**src/rtl/fetch_stage_if.sv**
```systemverilog
// Synchronous instruction-memory bus between the fetch stage (master) and the memory (slave).
interface fetch_stage_if;
  logic [31:0] imem_addr;
  logic        imem_re;
  logic [31:0] imem_rdata;

  modport master (output imem_addr, output imem_re, input imem_rdata);
  modport slave  (input imem_addr, input imem_re, output imem_rdata);
endinterface

```
**src/rtl/fetch_stage.sv**
```systemverilog
// Instruction-fetch front end: PC register, bubble injection and one-entry hold buffer.
// Optional FETCH_PERF_CNT_EN adds bubble/stall cycle counters (ports tied to 0 otherwise).
module fetch_stage #(
  parameter logic [31:0] RESET_PC = 32'h0000_0000,
  parameter logic [31:0] NOP_INST = 32'h0000_0013
) (
  input  logic          clk,
  input  logic          rst,
  input  logic          cwe2,
  input  logic          noop,
  input  logic          redirect,
  input  logic [31:0]   redirect_pc,
  fetch_stage_if.master imem,
  output logic [31:0]   inst_X,
  output logic [31:0]   pc_X,
  output logic          valid_X,
  output logic [31:0]   bubble_cnt,
  output logic [31:0]   stall_cnt
);

  typedef enum logic [1:0] {BOOT, RUN, HOLD, KILL} state_e;

  state_e      state_q, state_d;
  logic [31:0] pc_q, pc_d;
  logic [31:0] hold_q, hold_d;
  // Set when hold_q owns the word for pc_q, so leaving KILL must not refetch it
  logic        kill_hold_q, kill_hold_d;

  logic [31:0] next_pc;
  logic [31:0] addr;
  logic        re;
  logic [31:0] inst;
  logic        vld;

  always_ff @(posedge clk or negedge rst) begin
    if (!rst) begin
      state_q     <= BOOT;
      pc_q        <= RESET_PC;
      hold_q      <= NOP_INST;
      kill_hold_q <= 1'b0;
    end else begin
      state_q     <= state_d;
      pc_q        <= pc_d;
      hold_q      <= hold_d;
      kill_hold_q <= kill_hold_d;
    end
  end

  always_comb begin
    state_d     = state_q;
    pc_d        = pc_q;
    hold_d      = hold_q;
    kill_hold_d = kill_hold_q;
    addr        = pc_q;
    re          = 1'b0;
    inst        = NOP_INST;
    vld         = 1'b0;
    next_pc     = redirect ? redirect_pc : pc_q + 32'd4;

    case (state_q)
      BOOT: begin
        addr    = RESET_PC;
        re      = 1'b1;
        state_d = RUN;
      end
      RUN, HOLD: begin
        inst = (state_q == RUN) ? imem.imem_rdata : hold_q;
        vld  = 1'b1;
        if (cwe2) begin
          addr        = next_pc;
          re          = 1'b1;
          pc_d        = next_pc;
          kill_hold_d = 1'b0;
          state_d     = noop ? KILL : RUN;
        end else begin
          if (state_q == RUN) hold_d = imem.imem_rdata;
          kill_hold_d = 1'b1;
          state_d     = noop ? KILL : HOLD;
        end
      end
      default: begin
        // The word for pc_q is either in flight (re-read it) or parked in hold_q
        if (cwe2 && (redirect || !kill_hold_q)) begin
          addr        = redirect ? redirect_pc : pc_q;
          re          = 1'b1;
          pc_d        = redirect ? redirect_pc : pc_q;
          kill_hold_d = 1'b0;
          state_d     = noop ? KILL : RUN;
        end else begin
          if (!kill_hold_q) hold_d = imem.imem_rdata;
          kill_hold_d = 1'b1;
          state_d     = noop ? KILL : HOLD;
        end
      end
    endcase
  end

  assign imem.imem_addr = addr;
  assign imem.imem_re   = re & rst;
  assign inst_X         = inst;
  assign pc_X           = pc_q;
  assign valid_X        = vld & rst;

`ifdef FETCH_PERF_CNT_EN
  logic [31:0] bubble_cnt_q, bubble_cnt_d;
  logic [31:0] stall_cnt_q, stall_cnt_d;

  always_comb begin
    bubble_cnt_d = bubble_cnt_q + ((state_q == KILL) ? 32'd1 : 32'd0);
    stall_cnt_d  = stall_cnt_q + (cwe2 ? 32'd0 : 32'd1);
  end

  always_ff @(posedge clk or negedge rst) begin
    if (!rst) begin
      bubble_cnt_q <= 32'd0;
      stall_cnt_q  <= 32'd0;
    end else begin
      bubble_cnt_q <= bubble_cnt_d;
      stall_cnt_q  <= stall_cnt_d;
    end
  end

  assign bubble_cnt = bubble_cnt_q;
  assign stall_cnt  = stall_cnt_q;
`else
  assign bubble_cnt = 32'd0;
  assign stall_cnt  = 32'd0;
`endif

endmodule

```
**src/flat_wrapper.sv**
```systemverilog
// flat-port wrapper written by rule: the top's interface ports become plain ports
module fetch_stage_flat 
#(
  parameter logic [31:0] RESET_PC = 32'h0000_0000,
  parameter logic [31:0] NOP_INST = 32'h0000_0013
)
  (clk, rst, cwe2, noop, redirect, redirect_pc, inst_X, pc_X, valid_X, bubble_cnt, stall_cnt, imem_imem_addr, imem_imem_re, imem_imem_rdata);
  fetch_stage_if imem_i ();
  input  logic clk;
  input  logic rst;
  input  logic cwe2;
  input  logic noop;
  input  logic redirect;
  input  logic [31:0] redirect_pc;
  output logic [31:0] inst_X;
  output logic [31:0] pc_X;
  output logic valid_X;
  output logic [31:0] bubble_cnt;
  output logic [31:0] stall_cnt;
  output wire logic [$bits(imem_i.imem_addr)-1:0] imem_imem_addr;
  output wire logic [$bits(imem_i.imem_re)-1:0] imem_imem_re;
  input wire logic [$bits(imem_i.imem_rdata)-1:0] imem_imem_rdata;
  assign imem_imem_addr = imem_i.imem_addr;
  assign imem_imem_re = imem_i.imem_re;
  assign imem_i.imem_rdata = imem_imem_rdata;
  fetch_stage #(.RESET_PC(RESET_PC), .NOP_INST(NOP_INST)) u_core (.clk(clk), .rst(rst), .cwe2(cwe2), .noop(noop), .redirect(redirect), .redirect_pc(redirect_pc), .imem(imem_i), .inst_X(inst_X), .pc_X(pc_X), .valid_X(valid_X), .bubble_cnt(bubble_cnt), .stall_cnt(stall_cnt));
endmodule
```
**config.mk**
```make
export PLATFORM = sky130hd
export DESIGN_NAME = fetch_stage_flat
export DESIGN_NICKNAME = d
export VERILOG_FILES = /design/src/rtl/fetch_stage_if.sv /design/src/rtl/fetch_stage.sv /design/src/flat_wrapper.sv
export SDC_FILE = /design/constraint.sdc
export NUM_CORES = 1
export LEC_CHECK = 0
export CAP_MARGIN = 20
export CORE_MARGIN = 2
export CORE_UTILIZATION = 35
export DETAILED_ROUTE_END_ITERATION = 10
export GPL_ROUTABILITY_DRIVEN = 0
export HOLD_SLACK_MARGIN = 0.06
export PLACE_DENSITY = 0.7
export SLEW_MARGIN = 20
export SYNTH_ARGS = -nofsm -noshare
export SYNTH_HDL_FRONTEND = slang
export SYNTH_SLANG_ARGS = --single-unit
export TNS_END_PERCENT = 100
```
**constraint.sdc**
```tcl
create_clock -name clk -period 3.15 [get_ports clk]
set_input_delay 0.63 -clock clk [delete_from_list [all_inputs] [get_ports clk]]
set_output_delay 0.63 -clock clk [all_outputs]
set_load 0.01 [all_outputs]
```
# Word level (Yosys, flattened, before mapping)
# Index checks and enable logic that the tools add are counted.
[classes]
n_reduce_logical = 6
bitwise_logic = 3
n_mux = 24
eq_ne = 5
addsub = 1
[ops]
columns = ["op", "n"]
rows = [
  ["$mux W32", 9],
  ["$pmux W32 S2", 3],
  ["$add A32 B3 Y32 const B", 1],
  ["$mux W1", 6],
  ["$mux W2", 3],
  ["$ne A2 B2 Y1 const B", 3],
  ["$pmux W1 S2", 2],
  ["$pmux W2 S2", 1],
  ["$reduce_and A4 Y1", 1],
  ["$and A1 B1 Y1", 2],
  ["$eq A2 B1 Y1 const B", 1],
  ["$eq A2 B2 Y1 const B", 1],
  ["$logic_not A2 Y1", 1],
  ["$reduce_or A2 Y1", 1],
  ["$logic_and A1 B1 Y1", 1],
  ["$logic_not A1 Y1", 1],
  ["$logic_or A1 B1 Y1", 1],
  ["$not A1 Y1", 1],
]
[word_totals]
elab_cells = 43
output_inout_bits = 162
regBits = 67

# Logic depth before layout (Yosys ltp)
# Gate-level depths: netlist of run 1.
[logic_depth]
depth_word = 6
mapped_depth = 8
mapped_depth_nobuf = 7

# Worst setup path after synthesis of run 1
# OpenSTA, ideal clock, no wires.
[synth_path]
path_type = "reg2out"
from = "register u_core.pc_q[3], in the netlist u_core.pc_X[3]"
to = "output port imem_imem_addr[24]"
arrival_ns = 1.978
stages_incl_launch_ff = 8
path_buffers = 1
path_slack_ns = 0.542
cell_sequence = "dfrtp_1 > ha_1 > and3_1 > and3_1 > buf_2 > nand4_1 > mux2i_1 > o31ai_1"
[synth_between]
elab_chain_len = 4
[synth_rtl]
columns = ["item", "line_no", "text"]
rows = [
  ["start: declaration", "fetch_stage.sv:24", "logic [31:0] pc_q, pc_d;"],
  ["start signal: assignment", "fetch_stage.sv:43", "pc_q <= pc_d;"],
  ["$add A32 B3 Y32", "fetch_stage.sv:58", "next_pc = redirect ? redirect_pc : pc_q + 32'd4;"],
  ["$mux W32", "fetch_stage.sv:58", ""],
  ["$mux W32", "-", ""],
  ["$pmux W32 S2", "fetch_stage.sv:60", "case (state_q)"],
  ["end: declaration", "flat_wrapper.sv:20", "output wire logic [$bits(imem_i.imem_addr)-1:0] imem_imem_addr;"],
]
# No other way between the ends.

# Worst setup path in the final report of run 1
[layout_path]
from = "register u_core.pc_q[2], in the netlist u_core.pc_X[2]"
to = "output port imem_imem_addr[20]"
# Same word-level chain as after synthesis.

==> summary.md, run 1 <==
| Metric | Value |
|---|---|
| Crit-path slowest cell | `dfrtp_1` |
| CP max stage delay | `between 0.4 and 0.5 ns` |
| Post-synth EDFFs | `0` |
| Vias in the first global route | `just under 6000` |
| Buf/Inv on CP | `2` |
| Routed wl met2 | `roughly 10000 um` |
| Largest net degree at the start of global routing | `63` |
| Synth unique cells | `58` |
| Commonest non-fill, non-tap cell in the layout | `clkdlybuf4s50_1` |
| Worst Hold Class | `in -> async` |
| R2R Path End | `u_core.hold_q[15]$_DFFE_PN0P_` |
| PD cells | `between 1000 and 1500 mW/mm2` |
| Simple-gate share of the synthesized area | `between 10% and 20%` |
| WS Path Type | `reg -> out` |
| Drt drc | `0` |
| Final Cycle Share | `a little under 100%` |
| Initial antenna violation count | `0` |
| Reg2Reg Depth | `9` |
| Clock-pin slew on the worst setup and hold paths | `0.06 ns` |
| Setup crit end kind | `output pin` |
| Post-DP Area | `0.00793 mm2` |
| Register area share after synthesis | `29.1%` |
| Cell Count, Final, Fillers Out | `roughly 1200` |
| Clk network pwr share | `11.4%` |
| Clock tree root driver cell | `clkbuf_16` |
| Post-synth top flop | `dfrtp_1` |
| Final number of setup-violating endpoints | `0` |
| Int Power | `about 5.4 mW` |
| Most frequent cells in the layout | `140 x clkdlybuf4s50_1, 99 x buf_4, 69 x nand2_1` |
| Share of layout cells above drive strength 1 | `a little under a fifth` |
| Total Die Area | `~0.018 mm2` |
| Main combinational cell family by area after synthesis | `compound AO/OA/AOI/OAI gates` |
| Cell count after synthesis | `roughly 710` |
| Die X | `around 130 um` |
| Avg Cell Area, Syn | `8.11 um2` |
| Synth Area in XOR/XNOR | `1.06%` |
| Cell area after layout | `about 0.0085 mm2` |
| Pre-antenna DRT Iters | `7` |
| Max-slew violations | `0` |
| Dpl cells | `approximately 1100` |
| Crit-path max FO | `6` |
| Cell family with most CP delay | `simple AND/OR/NAND/NOR gates` |
| Post-synthesis compound-gate area fraction | `a little over a fifth` |
| Layout fillers | `~1500` |
| CP cell instances | `ha_2 -> and3_1 -> and3_4 -> buf_4 -> nand4_1 -> mux2_2 -> a31o_2 -> dlygate4sd2_1` |
| Sink Count | `67` |
| Total length of routed wires | `about 21000 um` |
| Final Util | `about 53%` |
| Comb power frac | `71.4%` |
| Grt total ovfl | `0` |
| CTS tree | `yes` |
| Clk buf depth | `2` |
| Num CTS Buffers | `9` |
| Pwr Total | `9.68 mW` |
| Yosys warnings | `0` |
| Top Layer Used | `met4` |
| Top Ports | `roughly 230` |
| Max Freq | `between 0.3 and 0.4 GHz` |
| Psw | `about 4.3 mW` |
| R2R Path Start | `u_core.state_q[0]$_DFF_PN0_` |
| Fraction of registers with async set/reset | `100%` |
| CP arrival | `2.46 ns` |
| Nets | `about 1000` |
| Area of the multi-input gates | `between 0.003 and 0.004 mm2` |
| First-pass GRT wire length | `32900 um` |
| Die Height | `~130 um` |
| IO Port Bufs | `~170` |
| Drt initial violations | `roughly 690` |
| #FFs+latches synth | `67` |
| Row count | `between 40 and 50` |
| Via count | `roughly 6300` |
| Switching Share | `around 44%` |
| R2r setup slk | `roughly 0.7 ns` |
| Hold Violations, Final | `0` |
| Post-synthesis mux area share | `about 16%` |
| Post-Synth Adder-Cell Area | `0.866%` |
| Post-layout minimum cycle time | `roughly 3 ns` |
| Worst vdd ir | `0.000453 V` |
| Status | `complete, no violations` |
| Via/cell ratio | `5.49` |
| Layout area overhead | `46.7%` |
| WP data required | `2.52 ns` |
| Reg power frac | `between 10% and 20%` |
| Placeable Area | `about 0.016 mm2` |
| Slew @ Worst Pin | `just over 0.9 ns` |
| Hpwl dp | `between 10000 and 15000 um` |
| Max cap viols | `0` |
| Met3 WL | `between 1500 and 2000 um` |
| FF/Latch Area | `about 0.0017 mm2` |
| Synthesized area | `0.00578 mm2` |
| Crit path launch type | `flop` |
| H-tree lvl count | `3` |
| Wl on met1 | `between 8000 and 9000 um` |
| ANT cells | `0` |
| Wire per inst | `roughly 19 um` |
| Slew headroom | `about two fifths` |
| Initial Util | `36.1%` |
| LEAKAGE | `~3.9 nW` |
| Overall Global Routing Usage | `about a quarter` |
| Clk_lat worst skew | `about 0.34 ns` |
| ANT nets after route | `0` |
| Clock Skew | `0.00628 ns` |
[metrics by stage]
step | setup TNS (ns) | setup WS, ns | hold slack (ns)
2_1_floorplan | 0 | 0.542 | 0.334
3_5_place_dp | -5.51 | -0.313 | 0.461
4_1_cts | 0 | 0.00327 | 0.0872
3_3_place_gp | -5.75 | -0.286 | 0.462
5_1_grt | -0.0125 | -0.00761 | 0.0876
6_report | 0 | 0.0606 | 0.0975
[sequential cells by signal, summed over array words and instances, names as in the netlist]
name	count
u_core.state_q	2
u_core.kill_hold_q	1
u_core.hold_q	32
u_core.pc_X	32
[cells in the mapped netlist, drive strengths merged (16+ instances only)]
library cell	count	area share [%]
a21oi	45	3.9
buf	87	10
clkbuf	38	2.5
dfrtp	64	28
mux2	35	6.8
mux2i	53	9.2
nand2	70	4.5
nand3	24	2.2
nor2	66	4.3
o21ai	43	3.7
o22ai	16	1.7
[worst max-delay path by stage]
stage,start,end,slack [ns],cells after the start
floorplan,u_core.pc_X[3]$_DFFE_PN0N_,imem_imem_addr[24],0.54,7
global placement,cwe2,imem_imem_addr[12],-0.29,8
detailed placement,redirect,imem_imem_addr[7],-0.31,8
CTS,u_core.pc_X[7]$_DFFE_PN0N_,imem_imem_addr[15],0.003,7
global route,u_core.pc_X[3]$_DFFE_PN0N_,imem_imem_addr[26],-0.008,8
finish,u_core.pc_X[2]$_DFFE_PN0N_,imem_imem_addr[20],0.06,8
[worst register-to-register path: stages (launching register included)]
cell	delay, ns
dfrtp_1	0.42
inv_1	0.10
ha_4	0.35
buf_4	0.19
buf_4	0.19
nor2_1	0.07
a21oi_1	0.11
or3_1	0.12
buf_4	0.39
mux2_2	0.41
[power by group through the flow]
| stage | combinational, mW | clock (mW) | sequential (mW) |
|---|---|---|---|
| 3_5_place_dp | 6.70 | 0 | 1.65 |
| 4_1_cts | 6.77 | 1.13 | 1.64 |
| 3_3_place_gp | 6.66 | 0 | 1.63 |
| 6_report | 6.91 | 1.11 | 1.66 |
| 5_1_grt | 7.40 | 1.17 | 1.72 |
| 2_1_floorplan | 3.39 | 0 | 1.72 |
[routing by layer]
| layer | up-vias | global-route usage [%] |
|---|---|---|
| li1 | 2886 | - |
| met1 | 2989 | 31.5 |
| met2 | 402 | 37.2 |
| met3 | 48 | 4.56 |
| met4 | 0 | 9.56 |
| met5 | - | 0 |
[cell type report]
cell class / instances / share of cell area, %
Timing Repair Buffer: 270 / 29.7
Clock inverter: 5 / 0.930
Inverter: 13 / 0.576
Sequential cell: 67 / 19.8
Tap cell: 216 / 3.19
Multi-Input combinational cell: 570 / 43.1
Clock buffer: 11 / 2.75
[cell families (layout without fill, tap and decap cells)]
| kind of cell | after synthesis | in the layout |
|---|---|---|
| compound gates | 187 | 187 |
| xor+xnor | 7 | 7 |
| fa+ha+maj | 4 | 4 |
| buf+inv | 138 | 299 |
| flops | 67 | 67 |
| mux | 88 | 88 |
| other cells | 1 | 64 |
| simple gates | 220 | 220 |
[what timing repair did]
action                                  CTS  global route
setup buffers                             7             5
resized for setup                        24            34
cloned                                    0             1
hold buffers                              0             0
pin swaps                                 3             4
endpoints found under the setup margin   33            23
Note: power is estimated with default switching activity, not from simulation.
==> inputs of run 2 (changes only) <==
--- a/config.mk
+++ b/config.mk
@@ -6,11 +6,11 @@
 export NUM_CORES = 1
 export LEC_CHECK = 0
-export CAP_MARGIN = 20
+export CAP_MARGIN = 0
 export CORE_MARGIN = 2
-export CORE_UTILIZATION = 35
+export CORE_UTILIZATION = 45
 export DETAILED_ROUTE_END_ITERATION = 10
 export GPL_ROUTABILITY_DRIVEN = 0
 export HOLD_SLACK_MARGIN = 0.06
-export PLACE_DENSITY = 0.7
+export PLACE_DENSITY = 0.86
 export SLEW_MARGIN = 20
 export SYNTH_ARGS = -nofsm -noshare
==> constraint.sdc (replaced) <==
create_clock -name clk -period 3.15 [get_ports clk]
set_input_delay 0.4725 -clock clk [delete_from_list [all_inputs] [get_ports clk]]
set_output_delay 0.4725 -clock clk [all_outputs]
set_load 0.01 [all_outputs]
==> run 2 against run 1 <==
  * Worst hold slack better by 0.40 ns
  * Cell count is 7.5% lower
  * Via count fell by 0.51%
  * Design area is 4.0% lower
  * Die area shrank 22%
  * Clock skew increased by 0.0011 ns
  * The run now ends with negative setup slack left
  * Non-clock buffer count shrank 42
==> summary.md, run 2 (same netlist as run 1, synthesis figures left out) <==
| Metric | Value |
|---|---|
| Max cap viols | `0` |
| Crit-path slowest cell | `clkdlybuf4s50_1` |
| Clock tree root driver cell | `clkbuf_16` |
| Max-slew violations | `0` |
| Commonest non-fill, non-tap cell in the layout | `clkdlybuf4s50_1` |
| Largest net degree at the start of global routing | `36` |
| Pwr Total | `between 9 and 10 mW` |
| WS Path Type | `reg -> out` |
| Initial antenna violation count | `0` |
| Worst vdd ir | `about 0.00061 V` |
| Setup crit end kind | `output pin` |
| Sink Count | `67` |
| Cell Count, Final, Fillers Out | `between 1000 and 1500` |
| ANT cells | `0` |
| Crit path top cell by count | `buf_4` |
| Drt drc | `0` |
| Setup repair after global routing missed its margin | `true` |
| Cell family with most CP delay | `simple AND/OR/NAND/NOR gates` |
| Drt initial violations | `800` |
| First-pass GRT wire length | `between 30000 and 40000 um` |
| CP cell instances | `buf_4 -> nand4_1 -> nor4_4 -> buf_4 -> mux2i_1 -> o21ai_0 -> and3_1 -> clkdlybuf4s50_1` |
| Hold Violations, Final | `0` |
| Overall Global Routing Usage | `a little over a quarter` |
| H-tree lvl count | `3` |
| Final worst slack | `-0.0632 ns` |
| Status | `complete, but fails checks` |
| Final number of setup-violating endpoints | `1` |
| Share of layout cells above drive strength 1 | `between 10% and 20%` |
| Clock-pin slew on the worst setup and hold paths | `0.06 ns` |
| Pre-antenna DRT Iters | `7` |
| Final Cycle Share | `102%` |
| CTS tree | `yes` |
| LEAKAGE | `about 3.6 nW` |
| ANT nets after route | `0` |
| Row count | `41` |
| Total length of routed wires | `a little under 20000 um` |
| Vias in the first global route | `5870` |
| Die Height | `between 100 and 150 um` |
| Fin Hold WS | `between 0.5 and 0.6 ns` |
| Worst Hold Class | `reg -> reg` |
| Most frequent cells in the layout | `153 x clkdlybuf4s50_1, 69 x nand2_1, 66 x nor2_1` |
| Total Die Area | `around 0.014 mm2` |
| Post-DP Area | `0.00764 mm2` |
| Setup_tns | `-0.0632 ns` |
| Initial Util | `46.0%` |
| Clk_lat worst skew | `between 0.3 and 0.4 ns` |
| Grt total ovfl | `0` |
| Violated checks | `negative setup slack` |
| Clk buf depth | `2` |
| WP data required | `between 2 and 3 ns` |
| Via count | `~6300` |
| Placeable Area | `about 0.013 mm2` |
| Crit path launch type | `flop` |
| PD cells | `between 1000 and 1500 mW/mm2` |
| Cell area after layout | `between 0.008 and 0.009 mm2` |
| Slew @ Worst Pin | `around 0.97 ns` |
| CP arrival | `around 2.7 ns` |
| Nets | `between 900 and 1000` |
| Final Util | `around 65%` |
| Wire per inst | `between 15 and 20 um` |
| Hpwl dp | `about 14000 um` |
| Layout area overhead | `40.8%` |
| Via/cell ratio | `between 5 and 6` |
| DP Worst Slack | `0.0593 ns` |
| IO Port Bufs | `166` |
| Crit-path max FO | `9` |
| R2r setup slk | `around 0.77 ns` |
| Layout fillers | `996` |
| Post-layout minimum cycle time | `about 3.2 ns` |
| Slew headroom | `a little over a third` |
| Buf/Inv on CP | `3` |
| Top Ports | `around 230` |
| Dpl cells | `approximately 1000` |
| Die X | `~120 um` |
| Clock Skew | `0.00742 ns` |
| Max Freq | `just over 0.3 GHz` |
| CP max stage delay | `~0.48 ns` |
| Num CTS Buffers | `9` |
run 2: cell count changes in the layout (fill, tap and decap cells not counted), moves of 3 or more:
cell             change
o21ai_0              +3
dfrtp_1              -4
buf_4               -43
clkdlybuf4s50_1     +13
o21ai_1              -3
dlygate4sd2_1        -7
dlymetal6s2s_1       -4
dfrtp_2              +4
run 2: worst paths after layout:
kind / from / endpoint / cells past startpoint
max: u_core.pc_X[2]$_DFFE_PN0N_ / imem_imem_addr[15] / 8
max in group asynchronous: rst / u_core.pc_X[20]$_DFFE_PN0N_ / 3
min reg2reg: u_core.hold_q[28]$_DFFE_PN0P_ / u_core.hold_q[28]$_DFFE_PN0P_ / 1
max reg2reg: u_core.state_q[0]$_DFF_PN0_ / u_core.pc_X[15]$_DFFE_PN0N_ / 6
min in group asynchronous: rst / u_core.state_q[0]$_DFF_PN0_ / 2
min: u_core.hold_q[28]$_DFFE_PN0P_ / u_core.hold_q[28]$_DFFE_PN0P_ / 1
run 2: per-layer routing:
metal,track usage (%),routed length (um)
met1,35.7,7390
met2,43.2,9120
met3,5.64,2260
met4,13.9,812
met5,0,0
run 2: repair_timing:
item,4_1_cts,5_1_grt
buffers inserted,3,1
setup endpoints to repair,18,23
hold buffers,1,0
pin swaps,2,5
endpoints found under the hold margin,4,0
gates resized for setup,8,26
run 2: cell type report:
cell class	count	area (um2)	area share [%]
clock buffer	10	229	2.81
clock inverter	6	138	1.69
inverter	13	51.3	0.631
multi-input combinational	570	3610	44.3
sequential	67	1690	20.7
tap	172	215	2.65
timing repair buffer	228	2210	27.1
run 2: power breakdown:
part	internal, mW	switching, mW	leakage [nW]	total (mW)
Sequential	1.33	0.401	0.790	1.73
Clock	0.859	0.416	0.177	1.27
Combinational	3.21	3.30	2.64	6.51
Total	5.40	4.12	3.60	9.51
==> inputs of run 3 (changes only) <==
Settings changed: CTS_CLUSTER_DIAMETER set to 120.
==> results of run 3 <==
No change in the layout: final DEF, timing and power equal those of run 2.
